$ cat src/rtl/instr_fetch_sequencer.sv
// Instruction fetch sequencer: program memory, PC and IR, with an FSM that
// fetches 32-bit words and resolves jumps, halt and no-ops locally. ALU
// instructions go to the execute unit over an ir_valid/ex_done handshake.
// The execute unit returns condition flags, which are latched here for later jumps.
module instr_fetch_sequencer #(
  parameter int ADDR_W = 4
) (
  input  logic              clk,
  input  logic              sys_rst,
  input  logic              start,
  input  logic              prog_we,
  input  logic [ADDR_W-1:0] prog_addr,
  input  logic [31:0]       prog_data,
  output logic [31:0]       ir,
  output logic              ir_valid,
  input  logic              ex_done,
  input  logic              flag_sign,
  input  logic              flag_zero,
  input  logic              flag_overflow,
  input  logic              flag_carry,
  output logic [ADDR_W-1:0] pc,
  output logic              busy,
  output logic              halted
);

  localparam int DEPTH = 1 << ADDR_W;

  localparam logic [4:0] OP_LAST_ALU = 5'b01011;
  localparam logic [4:0] OP_JMP      = 5'b01100;
  localparam logic [4:0] OP_JC       = 5'b01101;
  localparam logic [4:0] OP_JNC      = 5'b01110;
  localparam logic [4:0] OP_JS       = 5'b01111;
  localparam logic [4:0] OP_JNS      = 5'b10000;
  localparam logic [4:0] OP_JZ       = 5'b10001;
  localparam logic [4:0] OP_JNZ      = 5'b10010;
  localparam logic [4:0] OP_JV       = 5'b10011;
  localparam logic [4:0] OP_JNV      = 5'b10100;
  localparam logic [4:0] OP_HALT     = 5'b10101;

  localparam logic [ADDR_W-1:0] PC_ONE = ADDR_W'(1);

  typedef enum logic [2:0] {
    ST_IDLE   = 3'd0,
    ST_FETCH  = 3'd1,
    ST_DECODE = 3'd2,
    ST_EXEC   = 3'd3,
    ST_HALT   = 3'd4
  } state_t;

  state_t            state_r;
  logic [31:0]       mem_r [DEPTH];
  logic              flag_s_r;
  logic              flag_z_r;
  logic              flag_v_r;
  logic              flag_c_r;

  logic [4:0]        opcode_s;
  logic [ADDR_W-1:0] target_s;
  logic [ADDR_W-1:0] pc_inc_s;
  logic              is_alu_s;
  logic              is_jump_s;
  logic              taken_s;
  logic              mem_we_s;

  // Evaluate a jump opcode against the latched flags; non-jumps never take.
  function automatic logic jump_taken(
    input logic [4:0] op,
    input logic       s,
    input logic       z,
    input logic       v,
    input logic       c
  );
    logic t;
    case (op)
      OP_JMP:  t = 1'b1;
      OP_JC:   t = c;
      OP_JNC:  t = ~c;
      OP_JS:   t = s;
      OP_JNS:  t = ~s;
      OP_JZ:   t = z;
      OP_JNZ:  t = ~z;
      OP_JV:   t = v;
      OP_JNV:  t = ~v;
      default: t = 1'b0;
    endcase
    return t;
  endfunction

  assign opcode_s  = ir[31:27];
  assign target_s  = ir[ADDR_W-1:0];
  assign pc_inc_s  = pc + PC_ONE;
  assign is_alu_s  = (opcode_s <= OP_LAST_ALU);
  assign is_jump_s = (opcode_s >= OP_JMP) && (opcode_s <= OP_JNV);
  assign taken_s   = jump_taken(opcode_s, flag_s_r, flag_z_r, flag_v_r, flag_c_r);
  // Loading is only allowed while the sequencer is parked.
  assign mem_we_s  = prog_we && ((state_r == ST_IDLE) || (state_r == ST_HALT));

  // Program memory write port; contents survive reset.
  always_ff @(posedge clk) begin
    if (mem_we_s) begin
      mem_r[prog_addr] <= prog_data;
    end
  end

  // Sequencer FSM with registered pc/ir/handshake/status outputs and latched flags.
  always_ff @(posedge clk or posedge sys_rst) begin
    if (sys_rst) begin
      state_r  <= ST_IDLE;
      pc       <= '0;
      ir       <= 32'h0000_0000;
      ir_valid <= 1'b0;
      busy     <= 1'b0;
      halted   <= 1'b0;
      flag_s_r <= 1'b0;
      flag_z_r <= 1'b0;
      flag_v_r <= 1'b0;
      flag_c_r <= 1'b0;
    end else begin
      case (state_r)
        ST_IDLE, ST_HALT: begin
          if (start) begin
            state_r  <= ST_FETCH;
            pc       <= '0;
            busy     <= 1'b1;
            halted   <= 1'b0;
            flag_s_r <= 1'b0;
            flag_z_r <= 1'b0;
            flag_v_r <= 1'b0;
            flag_c_r <= 1'b0;
          end
        end
        ST_FETCH: begin
          ir      <= mem_r[pc];
          state_r <= ST_DECODE;
        end
        ST_DECODE: begin
          if (is_alu_s) begin
            ir_valid <= 1'b1;
            state_r  <= ST_EXEC;
          end else if (is_jump_s) begin
            pc      <= taken_s ? target_s : pc_inc_s;
            state_r <= ST_FETCH;
          end else if (opcode_s == OP_HALT) begin
            busy    <= 1'b0;
            halted  <= 1'b1;
            state_r <= ST_HALT;
          end else begin
            // Undefined opcodes behave as no-ops.
            pc      <= pc_inc_s;
            state_r <= ST_FETCH;
          end
        end
        ST_EXEC: begin
          if (ex_done) begin
            flag_s_r <= flag_sign;
            flag_z_r <= flag_zero;
            flag_v_r <= flag_overflow;
            flag_c_r <= flag_carry;
            ir_valid <= 1'b0;
            pc       <= pc_inc_s;
            state_r  <= ST_FETCH;
          end
        end
        default: begin
          // Unreachable encodings fall back to a clean parked state.
          state_r  <= ST_IDLE;
          ir_valid <= 1'b0;
          busy     <= 1'b0;
          halted   <= 1'b0;
        end
      endcase
    end
  end

endmodule

$ cat config.mk
export PLATFORM = sky130hd
export DESIGN_NAME = instr_fetch_sequencer
export DESIGN_NICKNAME = d
export VERILOG_FILES = /design/src/rtl/instr_fetch_sequencer.sv
export SDC_FILE = /design/constraint.sdc
export NUM_CORES = 1
export LEC_CHECK = 0
export CAP_MARGIN = 20
export CELL_PAD_IN_SITES_DETAIL_PLACEMENT = 0
export CELL_PAD_IN_SITES_GLOBAL_PLACEMENT = 1
export CORE_UTILIZATION = 50
export CTS_BUF_LIST = sky130_fd_sc_hd__clkbuf_4 sky130_fd_sc_hd__clkbuf_8 sky130_fd_sc_hd__clkbuf_16
export CTS_CLUSTER_SIZE = 25
export DETAILED_ROUTE_END_ITERATION = 12
export GPL_TIMING_DRIVEN = 0
export PLACE_DENSITY = 0.84
export SYNTH_ARGS = -nofsm -noshare
export SYNTH_HDL_FRONTEND = slang
export SYNTH_SLANG_ARGS = --single-unit
$ cat constraint.sdc
create_clock -name clk -period 11.9 [get_ports clk]
set_input_delay 2.975 -clock clk [delete_from_list [all_inputs] [get_ports clk]]
set_output_delay 2.975 -clock clk [all_outputs]
set_load 0.02 [all_outputs]
**Word-level counts from Yosys, hierarchy flattened**

Memories as Yosys holds them, arrays and structs flattened. A register that Yosys moved wholly into a read port is not among the register bits.
Index checks and enable logic that the tools add are counted.

- Register bits: 14
- RAM bits: 512
- Bits of input ports: 45
- Output and inout bits: 39
- Word-level logic and storage cells: 92
- Memories: 1

Memory list:

| memory | words | width | rd ports | clocked after Yosys merged registers in | write ports | RTL line | text |
|---|---|---|---|---|---|---|---|
| mem_r | 16 | 32 | 1 | 1 | 1 | 51 | `logic [31:0] mem_r [DEPTH];` |

- $add $sub $neg: 1
- $lt $le $gt $ge: 3
- Eq/ne operators: 21
- Mux-type cells: 37
- Bitwise operators: 6
- Reduce and logical (&&, ||, !) cells: 14

Operator list:

| operator | number |
|---|---|
| 5-bit == test (second input constant) | 6 |
| 4-bit two-way mux | 6 |
| 5-bit by 4-bit == test with 1-bit output (second input constant) | 4 |
| 1-bit two-way mux | 16 |
| 3-bit two-way mux | 5 |
| 2-bit != test (second input constant) | 6 |
| 3-bit case mux with 4 select lines | 1 |
| 4-bit case mux with 3 select lines | 1 |
| 5-bit AND reduction | 2 |
| 1-bit case mux with 3 select lines | 3 |
| 1-bit case mux with 9 select lines | 1 |
| 1-bit case mux with 2 select lines | 4 |
| 3-bit by 2-bit == test with 1-bit output (second input constant) | 2 |
| 1-bit NOT | 6 |
| 3-bit AND reduction | 2 |
| 5-bit by 4-bit greater-or-equal comparator with 1-bit output (second input constant) | 1 |
| 5-bit by 4-bit <= comparator with 1-bit output (second input constant) | 1 |
| 5-bit <= comparator (second input constant) | 1 |
| 4-bit by 1-bit adder with 4-bit output (second input constant) | 1 |
| 2-bit OR reduction | 2 |
| 3-bit by 1-bit == test with 1-bit output (second input constant) | 1 |
| 3-bit == test (second input constant) | 1 |
| 3-bit logical NOT | 1 |
| 3-bit != test (second input constant) | 1 |
| 6 further kinds | 7 |

**Longest topological paths before layout**

Gate-level depths: netlist of run 1.

- Depth after elaboration: 6
- Mapped depth: 7
- Gate-level depth less buffers: 5

**Worst setup path after synthesis of run 1**

Ideal clock, no wire load.

- Kind: in2reg
- Start point: input prog_addr[3]
- End point: memory mem_r[0][0] (enable)
- Arrival time: 5.614 ns
- Data required time: 11.439 ns
- Path slack: 5.825 ns
- Stages on the path: 2
- Cell sequence: or3_1 > nor3_1

RTL lines:

| element | RTL line | text |
|---|---|---|
| from (decl) | 12 | `input logic [ADDR_W-1:0] prog_addr,` |
| to (decl) | 51 |  |

Straight into the memory's write port.

**Worst setup path after layout of run 1**

- Start point: input prog_addr[2]
- End point: memory mem_r[13][6] (enable)

Straight into the memory's write port.

==> out/metrics.csv, run 1 <==
stage;metric;value;unit
status;status;finished, final reports clean;
place;place_hpwl;30.06;mm
worst_setup_path;worstSetupStartpointType;input port;
die;rows;75;
global_routing;antenna_found_initial;3;
drt;vias;10419;
sta;fmax;0.2009;GHz
global_routing;track_usage;0.2353;
worst_setup_path;cp.required;12.18;ns
die;die_w;208.8;um
cts;cts_buffer_depth;3;
die;die-area;43600;sq um
drt;ant_nets;0;
drt;drc;0;
drt;routedWlPerCell;30.37;um
final_layout;layout_common_cells;512 x edfxtp_1, 160 x mux4_2, 83 x clkdlybuf4s50_1;
drt;wirelength;50.20;mm
die;start_util;0.5086;
global_routing;grt_pass1_wl;72.66;mm
worst_setup_path;arrival;5.25;ns
pwr;leakage;8.007;nW
die;ioPinCount;84;
die;die_height;208.8;um
global_routing;overflow;0;
sta;max_slew_margin;0.3051;
global_routing;first_global_vias;10792;
cts;clock_latency;0.58;ns
drt;dr.pass1.iters;7;
cts;clock-sinks;558;
sta;slew_viol_final;0;
place;port_buffers;83;
cts;h-tree-depth;2;
final_layout;drive_gt1_frac;0.3109;
worst_setup_path;cp-end-kind;flop;
logic_synthesis;ys_seq_elements;558;
logic_synthesis;synthTopCellsByArea;edfxtp_1 72%, mux4_2 17%, dfrtp_1 5.4%;
logic_synthesis;synth_edf_count;512;
logic_synthesis;ys_types;43;
final_layout;final_common_cell;edfxtp_1;
final_layout;nNetsFinal;1114;
logic_synthesis;synth.avg_cell_area;23.76;sq um
global_routing;grt_max_degree;28;
sta;rsz0062_at_grt;false;
worst_hold_path;hold_path.class;flop to flop;
cts;cts_tree;built;
drt;first_iter_violations;1390;
cts;cts_hold_buf;0;
pwr;power-per-cell-area;216.8;nW/um^2
logic_synthesis;synth-seq-area-share;0.7729;
worst_setup_path;critPathMaxStageDelay;0.95;ns
place;place_area;23480;sq um
logic_synthesis;yosysWarnings;0;
final_layout;final_cell_area;25280;sq um
cts;numCtsBuffers;54;
cts;post_cts_resized;0;
sta;fin_setup_tns;0;ns
sta;fin_crit_sh;0.4183;
cts;post_cts_buffers;0;
cts;root_buffer;clkbuf_16;
place;gp_congestion;0.8507;
worst_setup_path;cp_max_fo;20;
cts;clkTransAtPathRegs;0.06;ns
logic_synthesis;synth_fp_nets;946;
logic_synthesis;synth_flop_cell;edfxtp_1;
logic_synthesis;netlist_instances;900;
sta;worst_pin_slew;1.040;ns
logic_synthesis;synth.largest_area_cell;edfxtp_1;
worst_setup_path;crit_type;input port to flop;
logic_synthesis;yosysTopAreaCellShare;0.7191;
drt;via_per_inst;6.303;
sta;min_period;4.977;ns
logic_synthesis;async_flop_share;0.08244;
sta;skew;0.01429;ns
die;coreArea;42040;sq um
worst_setup_path;crit_chain;clkdlybuf4s50_1, nand4_1, nor2_4, buf_16;
pwr;peakVddDrop;0.1247;mV
sta;hold_viol;0;
worst_setup_path;cp_slowest_cell;nor2_4;
final_layout;area_delta_synth_final;18.25;%
run;cap_violations;0;
logic_synthesis;syn-cell-area;21380;sq um
sta;setup-violations-final;0;
==> final cells by class <==
| class | instances | area (sq um) |
|---|---|---|
| clock inverter | 30 | 266.5 |
| multi-input combinational | 296 | 4707 |
| antenna | 1 | 2.502 |
| inverter | 3 | 11.26 |
| tap | 539 | 674.4 |
| clock buffer | 71 | 1531 |
| fill | 2809 | 16760 |
| timing repair buffer | 112 | 1316 |
| sequential | 558 | 16530 |
| buffer | 43 | 247.7 |
==> Yosys cell counts (2+ instances only) <==
cell and number:
edfxtp_1 512, mux4_2 160, dfrtp_1 46, mux2_2 32
nor2_1 24, clkbuf_1 20, buf_6 10, nand2_1 10
buf_2 9, a22o_1 8, nor3_1 6, nand2b_1 5
nor2b_1 5, o211ai_1 5, o21ai_0 5, buf_1 4
a32o_1 3, inv_1 3, nand3_1 3, or3_1 3
a21o_1 2, and2_1 2, o31ai_1 2, xor2_1 2
==> kinds of logic after synthesis <==
logic type / count (synthesis) / share of synthesized area
xor gates and xnor gates: 2 / 0.0008194
buffers and inverters: 46 / 0.01211
muxes: 194 / 0.1864
DFF: 558 / 0.7729
AOI/OAI and AO/OA: 33 / 0.01176
and+or+nand+nor: 66 / 0.01545
adders and majority gates: 1 / 0.0005851
==> metrics by stage <==
step	utilization	hold slack [ns]	total power [mW]	worst slack, ns	std cells
floorplan	-	0.5030	3.294	5.825	900
global placement	0.5444	0.4777	3.753	2.489	1522
detailed placement	0.5586	0.4914	3.791	6.371	1551
CTS	0.6013	0.5056	5.503	6.966	1652
global route	0.6013	0.5279	5.655	6.886	1652
finish	0.6014	0.5031	5.482	6.923	1653
==> metal layers <==
| metal | track usage | wire (um) | up-vias |
|---|---|---|---|
| li1 | - | - | 4186 |
| met1 | 0.3245 | 19520 | 5449 |
| met2 | 0.3720 | 23980 | 683 |
| met3 | 0.06207 | 5384 | 99 |
| met4 | 0.07175 | 1307 | 2 |
| met5 | 0 | 12 | - |
==> power breakdown <==
group	leakage [nW]	switching [mW]	internal, mW
sequential	5.16	0.0813	2.25
clock	0.896	0.714	1.01
combinational	1.95	0.710	0.716
total	8.01	1.51	3.98
==> state kept, by name, summed over array words and instances, names as in the netlist <==
name / cells
flag_s_r: 1
state_r: 3
flag_c_r: 1
flag_v_r: 1
mem_r: 512
halted: 1
ir: 32
busy: 1
pc: 4
ir_valid: 1
flag_z_r: 1
==> final timing paths <==
check                             startpoint      endpoint  slack, ns  cells after the start
worst max register to register         pc[1]         ir[0]       8.82                      6
min in group asynchronous            sys_rst        ir[20]       2.80                      2
max in group asynchronous            sys_rst         ir[6]       8.49                      3
worst min register to register        halted        halted       0.50                      1
worst max-delay path            prog_addr[2]  mem_r[13][6]       6.92                      4
worst min-delay path                  halted        halted       0.50                      1
==> critical path: cells and delay by family <==
| family | cells | cell delay, ns |
|---|---|---|
| buffers and inverters | 2 | 0.83 |
| and+or+nand+nor | 2 | 1.42 |
Power figures use the tool's default switching activity.
==> run 2: changes to the inputs <==
clock period = 5 ns   (was 11.9 ns; I/O delays follow)
==> results of run 2 <==
The final DEF is identical to that of run 1. Status: finished, final reports clean.
Among the figures that moved: setup slack after placement 6.371 ns -> 1.196 ns; setup slack after layout 6.923 ns -> 1.748 ns; register-to-register setup slack 8.82 ns -> 1.92 ns; total power 5.482 mW -> 13.05 mW; worst IR drop on VDD 0.1247 mV -> 0.2967 mV
